===== config.mk =====
export PLATFORM = sky130hd
export DESIGN_NAME = acc_axil_selftest_master
export DESIGN_NICKNAME = d
export VERILOG_FILES = /design/src/rtl/acc_axil_selftest_master.sv
export SDC_FILE = /design/constraint.sdc
export NUM_CORES = 1
export LEC_CHECK = 0
export BUFFER_PORTS_ARGS = -buffer_cell sky130_fd_sc_hd__buf_4
export CAP_MARGIN = 20
export CORE_MARGIN = 2
export CORE_UTILIZATION = 40
export CTS_BUF_LIST = sky130_fd_sc_hd__clkbuf_8
export CTS_CLUSTER_DIAMETER = 30
export DETAILED_ROUTE_END_ITERATION = 7
export HOLD_SLACK_MARGIN = 0.02
export PLACE_DENSITY = 0.72
export SKIP_CTS_REPAIR_TIMING = 1
export SLEW_MARGIN = 20
export SYNTH_ARGS = -nofsm -noshare
export SYNTH_HDL_FRONTEND = slang
export SYNTH_SLANG_ARGS = --single-unit

===== constraint.sdc =====
create_clock -name ACLK -period 4.2 [get_ports ACLK]
set_input_delay 0.63 -clock ACLK [delete_from_list [all_inputs] [get_ports ACLK]]
set_output_delay 0.63 -clock ACLK [all_outputs]
set_load 0.005 [all_outputs]

===== src/rtl/acc_axil_selftest_master.sv =====
// AXI4-Lite self-test master for the accelerator register slave.
// On an INIT_AXI_TXN rising edge it writes an incrementing pattern to
// consecutive registers, reads every register back and compares it, then
// holds TXN_DONE high with ERROR reporting any failure seen on the way.
//
// state    | meaning
// ---------+------------------------------------------------------------
// ST_IDLE  | after reset, waiting for the first start
// ST_WRITE | one write in flight: AW/W valid, then the B response
// ST_READ  | one read in flight: AR valid, then the R data
// ST_DONE  | sequence finished or aborted; TXN_DONE held until next start
`timescale 1ns/1ps
module acc_axil_selftest_master #(
    parameter int C_M_AXI_ADDR_WIDTH = 32,
    parameter int C_M_AXI_DATA_WIDTH = 32,
    parameter logic [C_M_AXI_ADDR_WIDTH-1:0] C_M_TARGET_SLAVE_BASE_ADDR = '0,
    parameter int C_M_TRANSACTIONS_NUM = 4,
    parameter logic [C_M_AXI_DATA_WIDTH-1:0] C_M_START_DATA_VALUE = C_M_AXI_DATA_WIDTH'(1),
    parameter int C_M_TIMEOUT_CYCLES = 1024
) (
    input  logic                            ACLK,
    input  logic                            ARESET,
    input  logic                            INIT_AXI_TXN,
    output logic                            TXN_DONE,
    output logic                            ERROR,
    output logic [C_M_AXI_ADDR_WIDTH-1:0]   M_AXI_AWADDR,
    output logic [2:0]                      M_AXI_AWPROT,
    output logic                            M_AXI_AWVALID,
    input  logic                            M_AXI_AWREADY,
    output logic [C_M_AXI_DATA_WIDTH-1:0]   M_AXI_WDATA,
    output logic [C_M_AXI_DATA_WIDTH/8-1:0] M_AXI_WSTRB,
    output logic                            M_AXI_WVALID,
    input  logic                            M_AXI_WREADY,
    input  logic [1:0]                      M_AXI_BRESP,
    input  logic                            M_AXI_BVALID,
    output logic                            M_AXI_BREADY,
    output logic [C_M_AXI_ADDR_WIDTH-1:0]   M_AXI_ARADDR,
    output logic [2:0]                      M_AXI_ARPROT,
    output logic                            M_AXI_ARVALID,
    input  logic                            M_AXI_ARREADY,
    input  logic [C_M_AXI_DATA_WIDTH-1:0]   M_AXI_RDATA,
    input  logic [1:0]                      M_AXI_RRESP,
    input  logic                            M_AXI_RVALID,
    output logic                            M_AXI_RREADY
);

    typedef enum logic [1:0] {ST_IDLE, ST_WRITE, ST_READ, ST_DONE} state_t;

    localparam int TW = $clog2(C_M_TIMEOUT_CYCLES + 1);
    localparam logic [4:0]    LAST_IDX   = 5'(C_M_TRANSACTIONS_NUM - 1);
    localparam logic [TW-1:0] TIMER_LAST = TW'(C_M_TIMEOUT_CYCLES - 1);

    state_t        state;
    logic [4:0]    idx;
    logic [4:0]    next_idx;
    logic [TW-1:0] timer;
    logic          init_q;
    logic          start;
    logic          aw_hs, w_hs, b_hs, ar_hs, r_hs, any_hs;

    function automatic logic [C_M_AXI_ADDR_WIDTH-1:0] addr_of(input logic [4:0] i);
        return C_M_TARGET_SLAVE_BASE_ADDR + (C_M_AXI_ADDR_WIDTH'(i) << 2);
    endfunction

    function automatic logic [C_M_AXI_DATA_WIDTH-1:0] data_of(input logic [4:0] i);
        return C_M_START_DATA_VALUE + C_M_AXI_DATA_WIDTH'(i);
    endfunction

    assign M_AXI_AWPROT = 3'b000;
    assign M_AXI_ARPROT = 3'b000;
    assign M_AXI_WSTRB  = '1;

    assign start    = INIT_AXI_TXN & ~init_q;
    assign next_idx = idx + 5'd1;
    assign aw_hs    = M_AXI_AWVALID & M_AXI_AWREADY;
    assign w_hs     = M_AXI_WVALID  & M_AXI_WREADY;
    assign b_hs     = M_AXI_BREADY  & M_AXI_BVALID;
    assign ar_hs    = M_AXI_ARVALID & M_AXI_ARREADY;
    assign r_hs     = M_AXI_RREADY  & M_AXI_RVALID;
    assign any_hs   = aw_hs | w_hs | b_hs | ar_hs | r_hs;

    // Sequencer: write pass, read-compare pass, completion and watchdog abort.
    always_ff @(posedge ACLK) begin
        if (ARESET) begin
            state         <= ST_IDLE;
            idx           <= '0;
            timer         <= '0;
            init_q        <= 1'b0;
            TXN_DONE      <= 1'b0;
            ERROR         <= 1'b0;
            M_AXI_AWADDR  <= '0;
            M_AXI_AWVALID <= 1'b0;
            M_AXI_WDATA   <= '0;
            M_AXI_WVALID  <= 1'b0;
            M_AXI_BREADY  <= 1'b0;
            M_AXI_ARADDR  <= '0;
            M_AXI_ARVALID <= 1'b0;
            M_AXI_RREADY  <= 1'b0;
        end else begin
            init_q <= INIT_AXI_TXN;
            case (state)
                ST_IDLE, ST_DONE: begin
                    if (start) begin
                        state         <= ST_WRITE;
                        idx           <= '0;
                        timer         <= '0;
                        TXN_DONE      <= 1'b0;
                        ERROR         <= 1'b0;
                        M_AXI_AWADDR  <= addr_of(5'd0);
                        M_AXI_WDATA   <= data_of(5'd0);
                        M_AXI_AWVALID <= 1'b1;
                        M_AXI_WVALID  <= 1'b1;
                    end
                end
                ST_WRITE: begin
                    if (aw_hs) M_AXI_AWVALID <= 1'b0;
                    if (w_hs)  M_AXI_WVALID  <= 1'b0;
                    // one-cycle BREADY pulse in the cycle after BVALID is seen
                    M_AXI_BREADY <= M_AXI_BVALID & ~M_AXI_BREADY;
                    if (b_hs) begin
                        // SLVERR/DECERR both have bit 1 set
                        if (M_AXI_BRESP > 2'b01) ERROR <= 1'b1;
                        if (idx == LAST_IDX) begin
                            state         <= ST_READ;
                            idx           <= '0;
                            M_AXI_ARADDR  <= addr_of(5'd0);
                            M_AXI_ARVALID <= 1'b1;
                        end else begin
                            idx           <= next_idx;
                            M_AXI_AWADDR  <= addr_of(next_idx);
                            M_AXI_WDATA   <= data_of(next_idx);
                            M_AXI_AWVALID <= 1'b1;
                            M_AXI_WVALID  <= 1'b1;
                        end
                    end
                end
                ST_READ: begin
                    if (ar_hs) M_AXI_ARVALID <= 1'b0;
                    M_AXI_RREADY <= M_AXI_RVALID & ~M_AXI_RREADY;
                    if (r_hs) begin
                        if (M_AXI_RRESP > 2'b01 || M_AXI_RDATA != data_of(idx)) ERROR <= 1'b1;
                        if (idx == LAST_IDX) begin
                            state    <= ST_DONE;
                            TXN_DONE <= 1'b1;
                        end else begin
                            idx           <= next_idx;
                            M_AXI_ARADDR  <= addr_of(next_idx);
                            M_AXI_ARVALID <= 1'b1;
                        end
                    end
                end
                default: state <= ST_IDLE;
            endcase

            // Something is always pending while WRITE/READ, so the watchdog
            // runs for the whole phase and restarts on any handshake.
            if (state == ST_WRITE || state == ST_READ) begin
                if (any_hs) begin
                    timer <= '0;
                end else if (timer == TIMER_LAST) begin
                    state         <= ST_DONE;
                    TXN_DONE      <= 1'b1;
                    ERROR         <= 1'b1;
                    M_AXI_AWVALID <= 1'b0;
                    M_AXI_WVALID  <= 1'b0;
                    M_AXI_BREADY  <= 1'b0;
                    M_AXI_ARVALID <= 1'b0;
                    M_AXI_RREADY  <= 1'b0;
                end else begin
                    timer <= timer + TW'(1);
                end
            end
        end
    end

endmodule


# After elaboration in Yosys (flattened, before gate mapping)
# Index checks and enable logic that the tools add are counted.
[classes]
addsub = 4
n_mul = 0
div = 0
n_lt_le_gt_ge = 2
eq_ne = 12
shifts = 0
muxes = 81
n_bitwise = 15
reduce_logical = 9
[op_table]
columns = ["cell", "n"]
rows = [
  ["32-bit 2-to-1 mux", 9],
  ["32-bit one-hot mux with 2 select lines", 3],
  ["11-bit 2-to-1 mux", 5],
  ["1-bit 2-to-1 mux", 44],
  ["32-bit by 6-bit != test with 1-bit output", 1],
  ["5-bit 2-to-1 mux", 5],
  ["2-bit 2-to-1 mux", 8],
  ["5-bit one-hot mux with 3 select lines", 1],
  ["1-bit by 5-bit adder with 6-bit output, first input constant", 2],
  ["2-bit != test, second input constant", 6],
  ["11-bit by 1-bit adder with 11-bit output, second input constant", 1],
  ["11-bit by 10-bit == test with 1-bit output, second input constant", 1],
  ["1-bit bitwise AND", 8],
  ["1-bit one-hot mux with 2 select lines", 4],
  ["4-bit AND reduction", 2],
  ["2-bit one-hot mux with 3 select lines", 1],
  ["5-bit by 1-bit adder with 5-bit output, second input constant", 1],
  ["5-bit by 2-bit == test with 1-bit output, second input constant", 1],
  ["5-bit AND reduction", 1],
  ["2-bit == test, second input constant", 2],
  ["2-bit by 1-bit greater-than comparator with 1-bit output, second input constant", 2],
  ["1-bit bitwise OR", 4],
  ["2-bit nonzero test", 2],
  ["1-bit inverter", 3],
  ["5 further kinds", 6],
]
[totals]
regBits = 122
latchBits = 0
ram_bits = 0
mem_bits_ro = 0
input_bits = 44
output_inout_bits = 113
word_cells = 137
n_memories = 0

# Depth between registers and ports, before layout
# Gate-level depths: netlist of the first run.
[logic_depth]
depth_word = 9
mapped_depth = 8

# Worst setup path before layout of the first run
# OpenSTA, ideal clock, no wires.
[synth_path]
path_kind = "register to register"
startpoint = "register idx[0]"
endpoint = "register idx[4]"
setup_time_ns = 0.070
arrival_time_ns = 1.952
slack_ns = 2.178
stages_incl_launch_ff = 9
period_less_slack_ns = 2.022
cell_sequence = "dfxtp_1 ha_1 buf_6 or4b_1 buf_6 a21oi_2 a211o_1 or4_1 a21oi_1"
[synth_between]
elab_chain_cells = 4
word_cells_on_any_way = 9
cone_classes = "add/sub (1); eq/ne (2); mux (5); reduce/logical (1)"
[synth_lines]
columns = ["element", "line", "rtl"]
rows = [
  ["start, declared", "54", "logic [4:0] idx;"],
  ["start signal, assigned", "129", "idx <= next_idx;"],
  ["start signal, assigned", "146", "idx <= next_idx;"],
  ["5-bit by 1-bit adder with 5-bit output / 5-bit by 2-bit == test with 1-bit output (equally long branches)", "74, 123, 142", ""],
  ["5-bit 2-to-1 mux, on equally long branches", "142, 123", ""],
  ["5-bit 2-to-1 mux, on equally long branches", "140, 120", ""],
  ["5-bit one-hot mux with 3 select lines", "101", "case (state)"],
]
# Several ways; a longest one is shown, not always the timed one. The select of a mux whose other input is x is not followed.
# A chain may end at the register's enable or synchronous reset.

# Worst setup path in the final report of the first run
[layout_path]
startpoint = "register state[1]"
endpoint = "register M_AXI_WDATA[3]"
[layout_between]
elab_chain_cells = 4
word_cells_on_any_way = 10
cone_classes = "eq/ne (5); mux (1); reduce/logical (4)"
[layout_lines]
columns = ["element", "line", "rtl"]
rows = [
  ["start, declared", "53", "state_t state;"],
  ["start signal, assigned", "85", "state <= ST_IDLE;"],
  ["start signal, assigned", "104", "state <= ST_WRITE;"],
  ["start signal, assigned", "124", "state <= ST_READ;"],
  ["2-bit == test / 2-bit zero test (equally long branches)", "101", ""],
  ["2-bit OR reduction", "101", ""],
  ["2-bit != test (no source line) / 2-bit nonzero test (equally long branches)", "-", ""],
  ["4-bit AND reduction (no source line)", "-", ""],
  ["end signal, assigned", "110", "M_AXI_WDATA <= data_of(5'd0);"],
  ["end signal, assigned", "131", "M_AXI_WDATA <= data_of(next_idx);"],
  ["end, declared", "30", "output logic [C_M_AXI_DATA_WIDTH-1:0] M_AXI_WDATA,"],
]
# Several ways; a longest one is shown, not always the timed one.

==> run summary, run 1 <==
Seq/Total Area, Yosys - 27.4%
Cell variety after synth - 63
Largest net degree at the start of global routing - 34
Area growth syn-to-layout - 9.61%
DR vias/cell - 4.94
Diode count - 0
IO buf count - 64
1st-iter DRT viols - 204
Clk_skew - 0.00609 ns
Clock Pin Slew Worst Setup and Hold Paths - 0.08 ns
CTS tree - yes
Initial Util - 41.9%
Core Util, Final - 45.9%
CP Data Required Time - 4.37 ns
CTS sink cnt - 42
H-tree levels - 2
DRC - 0
Fin Setup TNS - 0 ns
Antenna-violating nets left - 0
Fmax - 0.400 GHz
Max Root-Sink Buffers - 2
Mapped Area - 3070 um^2
Leak - 1.46 nW
Routed length per instance - 12.8 um
Yosys top cell area share - 27.4%
WP data arrival - 2.67 ns
Max Cap Violations - 0
Synth top cells by count - buf_4, dfxtp_1, nor2_1
Total routed wirelength - 6.91 mm
Area leader, netlist - dfxtp_1
Die Wd - 91.7 um
Root Driver - clkbuf_8
TritonCTS Buffers - 5
Ys flop type - dfxtp_1
Worst-case vdd ir drop - 140 uV
Asr flop ratio synth - 0%
Final-report max-slew violation count - 0
Status - complete, no violations
Synth area leaders - dfxtp_1, buf_4, a21oi_1
Setup CP Type - reg2reg
First-pass GRT wire length - 11.1 mm
Seq cells post-synth - 42
I/O Pins - 157
Setup crit start kind - register
Period minus WS final - 2.50 ns
Worst rel slew slack - 44.4%
Routed via count - 2672
Clk_lat worst skew - 0.29 ns
Post-synth EDFFs - 0
Die Height - 91.7 um
Hold Slack - 0.457 ns
Hpwl dp - 5.29 mm
Detailed Routing Iterations Pass 1 - 4
Vias in the first global route - 2415
Core footprint - 7330 um^2
Worst Path Max Fanout - 18
GRT overflow - 0
Unrepaired setup endpoints after global routing - no
Gate Count Post-Synth - 388
Initial antenna violation count - 0
Net count, final - 491
Hold WC Path Type - reg2reg
Layout cells sized above 1 - 18.1%
FP Rows - 31
Hold Path Cell Cnt - 2
Worst r2r path cells - 7
Most common cell in the netlist - buf_4
CP endpoint kind - register
Worst slew pin tran - 0.832 ns
Fin. Hold Viols - 0
Gr usage total - 15.9%
RePlAce Congestion - 0.798
YS warnings - 0
Final Cycle Share - 59.6%
Overall die area - 8400 um^2
Final setup viols - 0
PwrDens - 267 nW/um^2
Syn Area/Cell - 7.92 um^2
where the power goes:
group	internal, W	switching, W
logic	0.0000609	0.000101
registers	0.000406	0.00000657
clock network	0.000190	0.000136
path summary, 6_finish.rpt:
check / slack, ns / from / endpoint
setup / recovery: 1.70 / state[1] / M_AXI_WDATA[3]
hold / removal: 0.46 / M_AXI_ARADDR[5] / M_AXI_ARADDR[5]
setup reg to reg: 1.70 / state[1] / M_AXI_WDATA[3]
hold reg to reg: 0.46 / M_AXI_ARADDR[5] / M_AXI_ARADDR[5]
placed cells by master, fill, tap and decap left out, drive strengths merged, types with 4 or more instances in the layout:
cell type  netlist  routed
ha               5       5
nor4            10      10
o21ai           16      16
nor2            30      30
or3              4       4
conb             2      90
nand3b           4       4
a22oi            7       7
nand2           23      23
nor2b            4       4
a31oi            8       8
xor2             8       8
buf             96      64
nand4            4       4
inv              9       9
clkbuf           9       6
dfxtp           42      42
a21oi           26      26
and3             4       4
nor3             9       9
nand3           17      17
cell families after synthesis:
kind of cell,synth area share (%)
and+or+nand+nor,21.7
buffers and inverters,25.6
AOI/OAI and AO/OA,19.2
DFF,27.4
xor gates and xnor gates,2.85
adders and majority gates,2.04
muxes,1.02
other,0.244
final cells by class:
cell class                 instances  area [um^2]
tap                               99          124
clock buffer                       6         82.6
timing repair buffer              64          480
multi-input combinational        320         1780
fill                             746         3960
sequential                        42          841
inverter                           9         33.8
clock inverter                     1         30.0
metal layers:
| layer | up-vias | global-route usage [%] | share of wire, % |
|---|---|---|---|
| li1 | 1303 | - | - |
| met1 | 1253 | 21.1 | 42 |
| met2 | 106 | 26.4 | 50 |
| met3 | 10 | 3.70 | 7.4 |
| met4 | 0 | 3.16 | 0.83 |
| met5 | - | 0 | 0 |
sequential cells by signal, summed over array words and instances (netlist names), 2 cells and up:
| register | cells |
|---|---|
| timer | 11 |
| M_AXI_ARADDR | 5 |
| M_AXI_WDATA | 6 |
| M_AXI_AWADDR | 5 |
| idx | 5 |
| state | 2 |
worst max-delay path: stages (launching register included):
cell      delay [ns]
dfxtp_1         0.33
inv_1           0.06
ha_1            0.56
nand3_1         0.24
a211oi_2        0.66
nor2_2          0.24
a22oi_1         0.24
nor2_1          0.06
stage by stage:
stage	instances	total power [W]	area (um^2)	setup WS (ns)
after floorplan	476	0.000580	3400	2.18
after global placement	534	0.000577	3260	1.80
after detailed placement	534	0.000581	3260	1.74
after CTS	541	0.000904	3370	1.73
after global routing	541	0.000942	3370	1.50
final	541	0.000901	3370	1.70
Power figures use the tool's default switching activity.
==> inputs of run 2 (changes only) <==
Settings changed: PLACE_DENSITY 0.72 to 0.75.
Clock period 4.2 ns to 2.14 ns, I/O delays scaled along.
==> run 2 against run 1 <==
Compared with the run above: total power grew 100%; worst setup slack lost 1.6 ns; cell count grew 5.4%; global-route usage grew 0.88 points; final area grew 7.2%; worst hold slack lost 0.19 ns; flip-flop and latch count is the same; first-iteration DRC count grew 23%; clock power grew 91%; via count grew 5.8%.
==> run summary, run 2 (synthesized netlist as in run 1, its figures left out) <==
Vias in the first global route - 2578 (+6.7%)
Final Non-Filler Cells - 570 (+5.4%)
Final setup viols - 0 (unchanged)
Met3 routed WL - 533 um (+4.9%)
Final Cell Area - 3610 um^2 (+7.2%)
Hold Path Cell Cnt - 2 (unchanged)
Worst Path Max Fanout - 6 (-12)
Slowest Stage Delay on Critical Path - 0.54 ns (-0.12 ns)
Net count, final - 519 (+5.7%)
Setup crit start kind - register
TritonCTS Buffers - 5 (unchanged)
Commonest non-fill, non-tap cells in the layout - buf_4, conb_1, dfxtp_1
Clk_lat worst skew - 0.29 ns (about the same)
I/O Pins - 157 (unchanged)
Core footprint - 7330 um^2 (unchanged)
Hold WC Path Type - in2reg
Overall power - 0.00180 W (+100%)
WL met2 - 3.59 mm (+4.0%)
Area growth syn-to-layout - 17.5%
RR Startpoint - idx[1]
Leak - 1.60 nW (+9.5%)
Worst r2r path cells - 6 (-1)
FF-to-FF setup slack - 0.10 ns (-1.60 ns)
Total routed wirelength - 7.31 mm (+5.9%)
Routed length per instance - 12.8 um (+0.53%)
CP Data Required Time - 2.36 ns (-2.01 ns)
FP Rows - 31 (unchanged)
H-tree levels - 2 (unchanged)
Crit-path cells - ha_1 -> or4b_4 -> nor2_4 -> a31oi_4 -> or3_1 -> a21oi_1
PwrDens - 499 nW/um^2 (+87%)
Clock Pin Slew Worst Setup and Hold Paths - 0.08 ns (about the same)
CTS tree - yes
Initial antenna violation count - 0 (unchanged)
WP data arrival - 2.26 ns (-0.41 ns)
Initial Util - 41.9% (unchanged)
Routed via count - 2826 (+5.8%)
Max layer used - met4
Largest net degree at the start of global routing - 34 (unchanged)
Hold endpoint - init_q
Commonest non-fill, non-tap cell in the layout - buf_4
Layout fillers - 707 (-5.2%)
M1 WL - 3.17 mm (+9.6%)
Fmax - 0.490 GHz (+23%)
IO buf count - 64 (unchanged)
Crit path buf inv count - 0 (-1)
Max Cap Violations - 0 (unchanged)
Period minus WS final - 2.04 ns (-0.463 ns)
Antenna-violating nets left - 0 (unchanged)
Setup CP Type - reg2reg
Worst hold start - INIT_AXI_TXN
Most flops, register - timer
Worst-case vdd ir drop - 245 uV (+75%)
Slowest cell on crit path - or4b_4
Overall die area - 8400 um^2 (unchanged)
Clk_skew - 0.00591 ns (-0.000175 ns)
WP depth - 6 (-1)
Detailed Routing Iterations Pass 1 - 5 (+1)
Die Wd - 91.7 um (unchanged)
Delay-heaviest family, CP - simple AND/OR/NAND/NOR gates
Multi-input logic area - 1810 um^2 (+2.0%)
Status - complete, no violations
DRC - 0 (unchanged)
Worst flop-to-flop path endpoint - M_AXI_ARADDR[5]
CP endpoint kind - register
Gr usage total - 16.8% (+0.88 points)
RePlAce Congestion - 0.851 (+6.7%)
Fin. Hold Viols - 0 (unchanged)
Layout cells sized above 1 - 24.2% (+6.1 points)
GRT overflow - 0 (unchanged)
Root Driver - clkbuf_8
Die Height - 91.7 um (unchanged)
First-pass GRT wire length - 11.8 mm (+6.0%)
Final-report max-slew violation count - 0 (unchanged)
Reg area - 841 um^2 (unchanged)
Placed cell count - 562 (+5.2%)
Hpwl dp - 5.70 mm (+7.8%)
DR vias/cell - 4.96 (+0.38%)
CTS sink cnt - 42 (unchanged)
Placed cell area - 3470 um^2 (+6.5%)
Top Registers - timer (11), M_AXI_WDATA (6)
Max Root-Sink Buffers - 2 (unchanged)
Diode count - 0 (unchanged)
1st-iter DRT viols - 250 (+23%)
Max reg flops - 11 (unchanged)
Final Cycle Share - 95.3% (+36 points)
[run 2: where the power goes]
part           total [W]  switching [W]  internal, W
Combinational   0.000367       0.000213     0.000153
Sequential      0.000810      0.0000133     0.000797
Clock           0.000626       0.000282     0.000344
[run 2: how the worst max path moves through the flow]
| stage | from | end | slack, ns |
|---|---|---|---|
| finish | idx[1] | M_AXI_ARADDR[5] | 0.10 |
| global route | timer[0] | ERROR | -0.01 |
| CTS | idx[1] | M_AXI_ARADDR[6] | 0.02 |
| detailed placement | idx[1] | M_AXI_ARADDR[6] | 0.05 |
| global placement | idx[1] | M_AXI_ARADDR[6] | 0.1 |
| floorplan | idx[0] | idx[4] | 0.12 |
[run 2: layout make-up]
cell class	count	share of cell area (%)
repair buffers	92	19.1
well taps	99	3.43
clock inverters	3	1.11
flip-flops and latches	42	23.3
multi-input cells	320	50.2
inverters	9	0.936
clock buffers	5	1.91
[run 2: layer usage]
layer	GRT usage (%)	up-vias
met2	28.3	130
met1	21.9	1333
met5	0	-
met4	3.54	0
li1	-	1357
met3	3.70	6
[run 2: through the flow]
stage | worst slack (ns) | utilization (%) | hold slack, ns | setup TNS [ns]
after floorplan | 0.118 | - | 0.448 | 0
after global placement | 0.0998 | 47.3 | 0.446 | 0
after detailed placement | 0.0526 | 47.3 | 0.447 | 0
after CTS | 0.0179 | 48.8 | 0.257 | 0
after global routing | -0.0139 | 49.3 | 0.304 | -0.0191
final | 0.101 | 49.3 | 0.265 | 0
==> inputs of run 3 (changes only) <==
Settings changed: SKIP_CTS_REPAIR_TIMING 1 to default.
Clock period 2.14 ns to 1.85 ns, I/O delays scaled along.
==> run 3 against run 2 <==
Compared with the run above: the flow now finishes with violations (negative setup slack); sequential power rose by 15%; critical endpoint is now ERROR; routed wire length grew 10%; highest routed layer unchanged; core utilization grew 5.3 points; total power is 20% higher; register-to-register slack worse by 0.16 ns; clock power increased by 15%; cell count is 6.1% higher.
==> run summary, run 3 (synthesized netlist as in run 1, its figures left out) <==
Status - finished with violations
Failing checks - negative setup slack
H-tree levels - 2 (unchanged)
Overall power - 0.00217 W (+20%)
Placed cell count - 593 (+5.5%)
Final Cycle Share - 103% (+7.7 points)
Total routed wirelength - 8.05 mm (+10%)
Commonest non-fill, non-tap cell in the layout - buf_4
DRC - 0 (unchanged)
CP endpoint kind - register
I/O Pins - 157 (unchanged)
Unrepaired setup endpoints after global routing - yes
Most flops, register - timer
Setup crit start kind - register
Max reg flops - 11 (unchanged)
Hold WC Path Type - in2reg
Max Root-Sink Buffers - 2 (unchanged)
Net Sw Frac - 28.4% (+0.16 points)
Crit-path cells - buf_6 -> ha_4 -> xor2_1 -> nand3_1 -> or4_1 -> o41ai_2 -> a211oi_1
Worst setup margin - -0.0551 ns (-0.156 ns)
CTS sink cnt - 42 (unchanged)
Hpwl dp - 6.06 mm (+6.4%)
Final-report max-slew violation count - 0 (unchanged)
Die Height - 91.7 um (unchanged)
CTS tree - yes
Initial antenna violation count - 0 (unchanged)
Layout fillers - 669 (-5.4%)
FP Rows - 31 (unchanged)
IO buf count - 64 (unchanged)
Clk_skew - 0.00805 ns (+0.00214 ns)
Net count, final - 554 (+6.7%)
Delay-heaviest family, CP - simple AND/OR/NAND/NOR gates
Initial Util - 41.9% (unchanged)
Slowest cell on crit path - or4_1
PwrDens - 542 nW/um^2 (+8.5%)
Internal - 0.00155 W (+20%)
Core footprint - 7330 um^2 (unchanged)
Vias in the first global route - 2697 (+4.6%)
CP Data Required Time - 2.03 ns (-0.33 ns)
Max Cap Violations - 0 (unchanged)
Routed length per instance - 13.3 um (+3.7%)
Worst-case vdd ir drop - 397 uV (+62%)
Commonest non-fill, non-tap cells in the layout - buf_4, conb_1, dfxtp_1
1st-iter DRT viols - 171 (-32%)
Final setup viols - 3 (+3)
Fin. Hold Viols - 0 (unchanged)
Core Util, Final - 54.5% (+5.3 points)
Clk_lat worst skew - 0.30 ns (about the same)
Antenna-violating nets left - 0 (unchanged)
Fmax - 0.525 GHz (+7.0%)
Largest net degree at the start of global routing - 33 (-2.9%)
Gr usage total - 17.6% (+0.89 points)
First-pass GRT wire length - 12.3 mm (+4.6%)
Sequential group share of total power - 43.1% (-1.8 points)
CTS hold repair buffers - 0
Setup CP Type - reg2reg
Routed via count - 2988 (+5.7%)
Placed cell area - 3700 um^2 (+6.8%)
Period minus WS final - 1.91 ns (-0.134 ns)
Clock Pin Slew Worst Setup and Hold Paths - 0.08 ns (about the same)
Top Registers - timer (11), M_AXI_WDATA (6)
Hold Slack - 0.211 ns (-0.0547 ns)
Final Cell Area - 4000 um^2 (+11%)
Detailed Routing Iterations Pass 1 - 4 (-1)
Area growth syn-to-layout - 30.1%
Die Wd - 91.7 um (unchanged)
WP data arrival - 2.09 ns (-0.17 ns)
Crit path buf inv count - 1 (+1)
TritonCTS Buffers - 5 (unchanged)
Comb pwr share - 23.5% (+3.2 points)
Root Driver - clkbuf_8
Leak - 1.80 nW (+12%)
Worst Path Max Fanout - 3 (-3)
Slowest Stage Delay on Critical Path - 0.42 ns (-0.12 ns)
Clk network pwr share - 33.4% (-1.3 points)
Final Non-Filler Cells - 605 (+6.1%)
GRT overflow - 0 (unchanged)
Overall die area - 8400 um^2 (unchanged)
RePlAce Congestion - 0.866 (+1.7%)
Diode count - 0 (unchanged)
DR vias/cell - 4.94 (-0.38%)
Layout cells sized above 1 - 32.8% (+8.6 points)
NetSw - 0.000615 W (+21%)
==> run 3: cell count changes in the layout (fill, tap and decap cells not counted), sizes merged <==
| cell | change |
|---|---|
| inv | +2 |
| clkinv | -2 |
| buf | +35 |
==> run 3: power groups by stage <==
stage	Combinational [W]	Clock (W)	Sequential, W
after global placement	0.000449	0	0.000953
final	0.000509	0.000722	0.000934
after floorplan	0.000370	0	0.000957
after detailed placement	0.000459	0	0.000955
after global routing	0.000559	0.000769	0.000937
after CTS	0.000470	0.000730	0.000934
==> run 3: metrics by stage <==
stage          setup TNS [ns]  setup slack, ns
2_1_floorplan          -0.319           -0.109
3_3_place_gp           -0.808           -0.108
3_5_place_dp            -2.19           -0.183
4_1_cts               -0.0473          -0.0408
5_1_grt                -0.438           -0.134
6_report              -0.0866          -0.0551
==> run 3: repair_timing <==
action,CTS,global route
buffers inserted,0,4
pin swaps,1,7
endpoints found under the setup margin,28,30
endpoints found under the hold margin,0,0
gates resized for setup,11,22
==> run 3: routing by layer <==
metal | vias up | part of all wire (%) | track usage (%)
li1 | 1433 | - | -
met1 | 1421 | 41 | 22.9
met2 | 124 | 51 | 30.1
met3 | 10 | 6.7 | 3.37
met4 | 0 | 0.99 | 4.42
met5 | - | 0 | 0
==> run 3: worst register-to-register path, delay by kind of cell, from the launching register on <==
family                   cells  cell delay (ns)
adder cells (fa/ha/maj)      1             0.26
buffers and inverters        1             0.12
flip-flops                   1             0.34
AO/OA/AOI/OAI                2             0.39
XOR/XNOR                     1             0.14
AND/OR/NAND/NOR              2             0.53
==> run 3: cell type report <==
type                            instances  area, um^2  share of cell area (%)
Tap cell                               99         124                    3.10
Timing Repair Buffer                  127         968                    24.2
Sequential cell                        42         851                    21.3
Clock buffer                            5        68.8                    1.72
Inverter                                9        33.8                   0.845
Multi-Input combinational cell        320        1920                    47.9
Clock inverter                          3        37.5                   0.939
==> run 3: worst paths after layout <==
check                                      from  slack (ns)               to  depth (start not counted)
worst max-delay path                     idx[1]       -0.06            ERROR                          7
worst max register to register           idx[1]       -0.06            ERROR                          7
worst min-delay path               INIT_AXI_TXN        0.21           init_q                          2
worst min register to register  M_AXI_AWADDR[2]        0.46  M_AXI_AWADDR[2]                          2
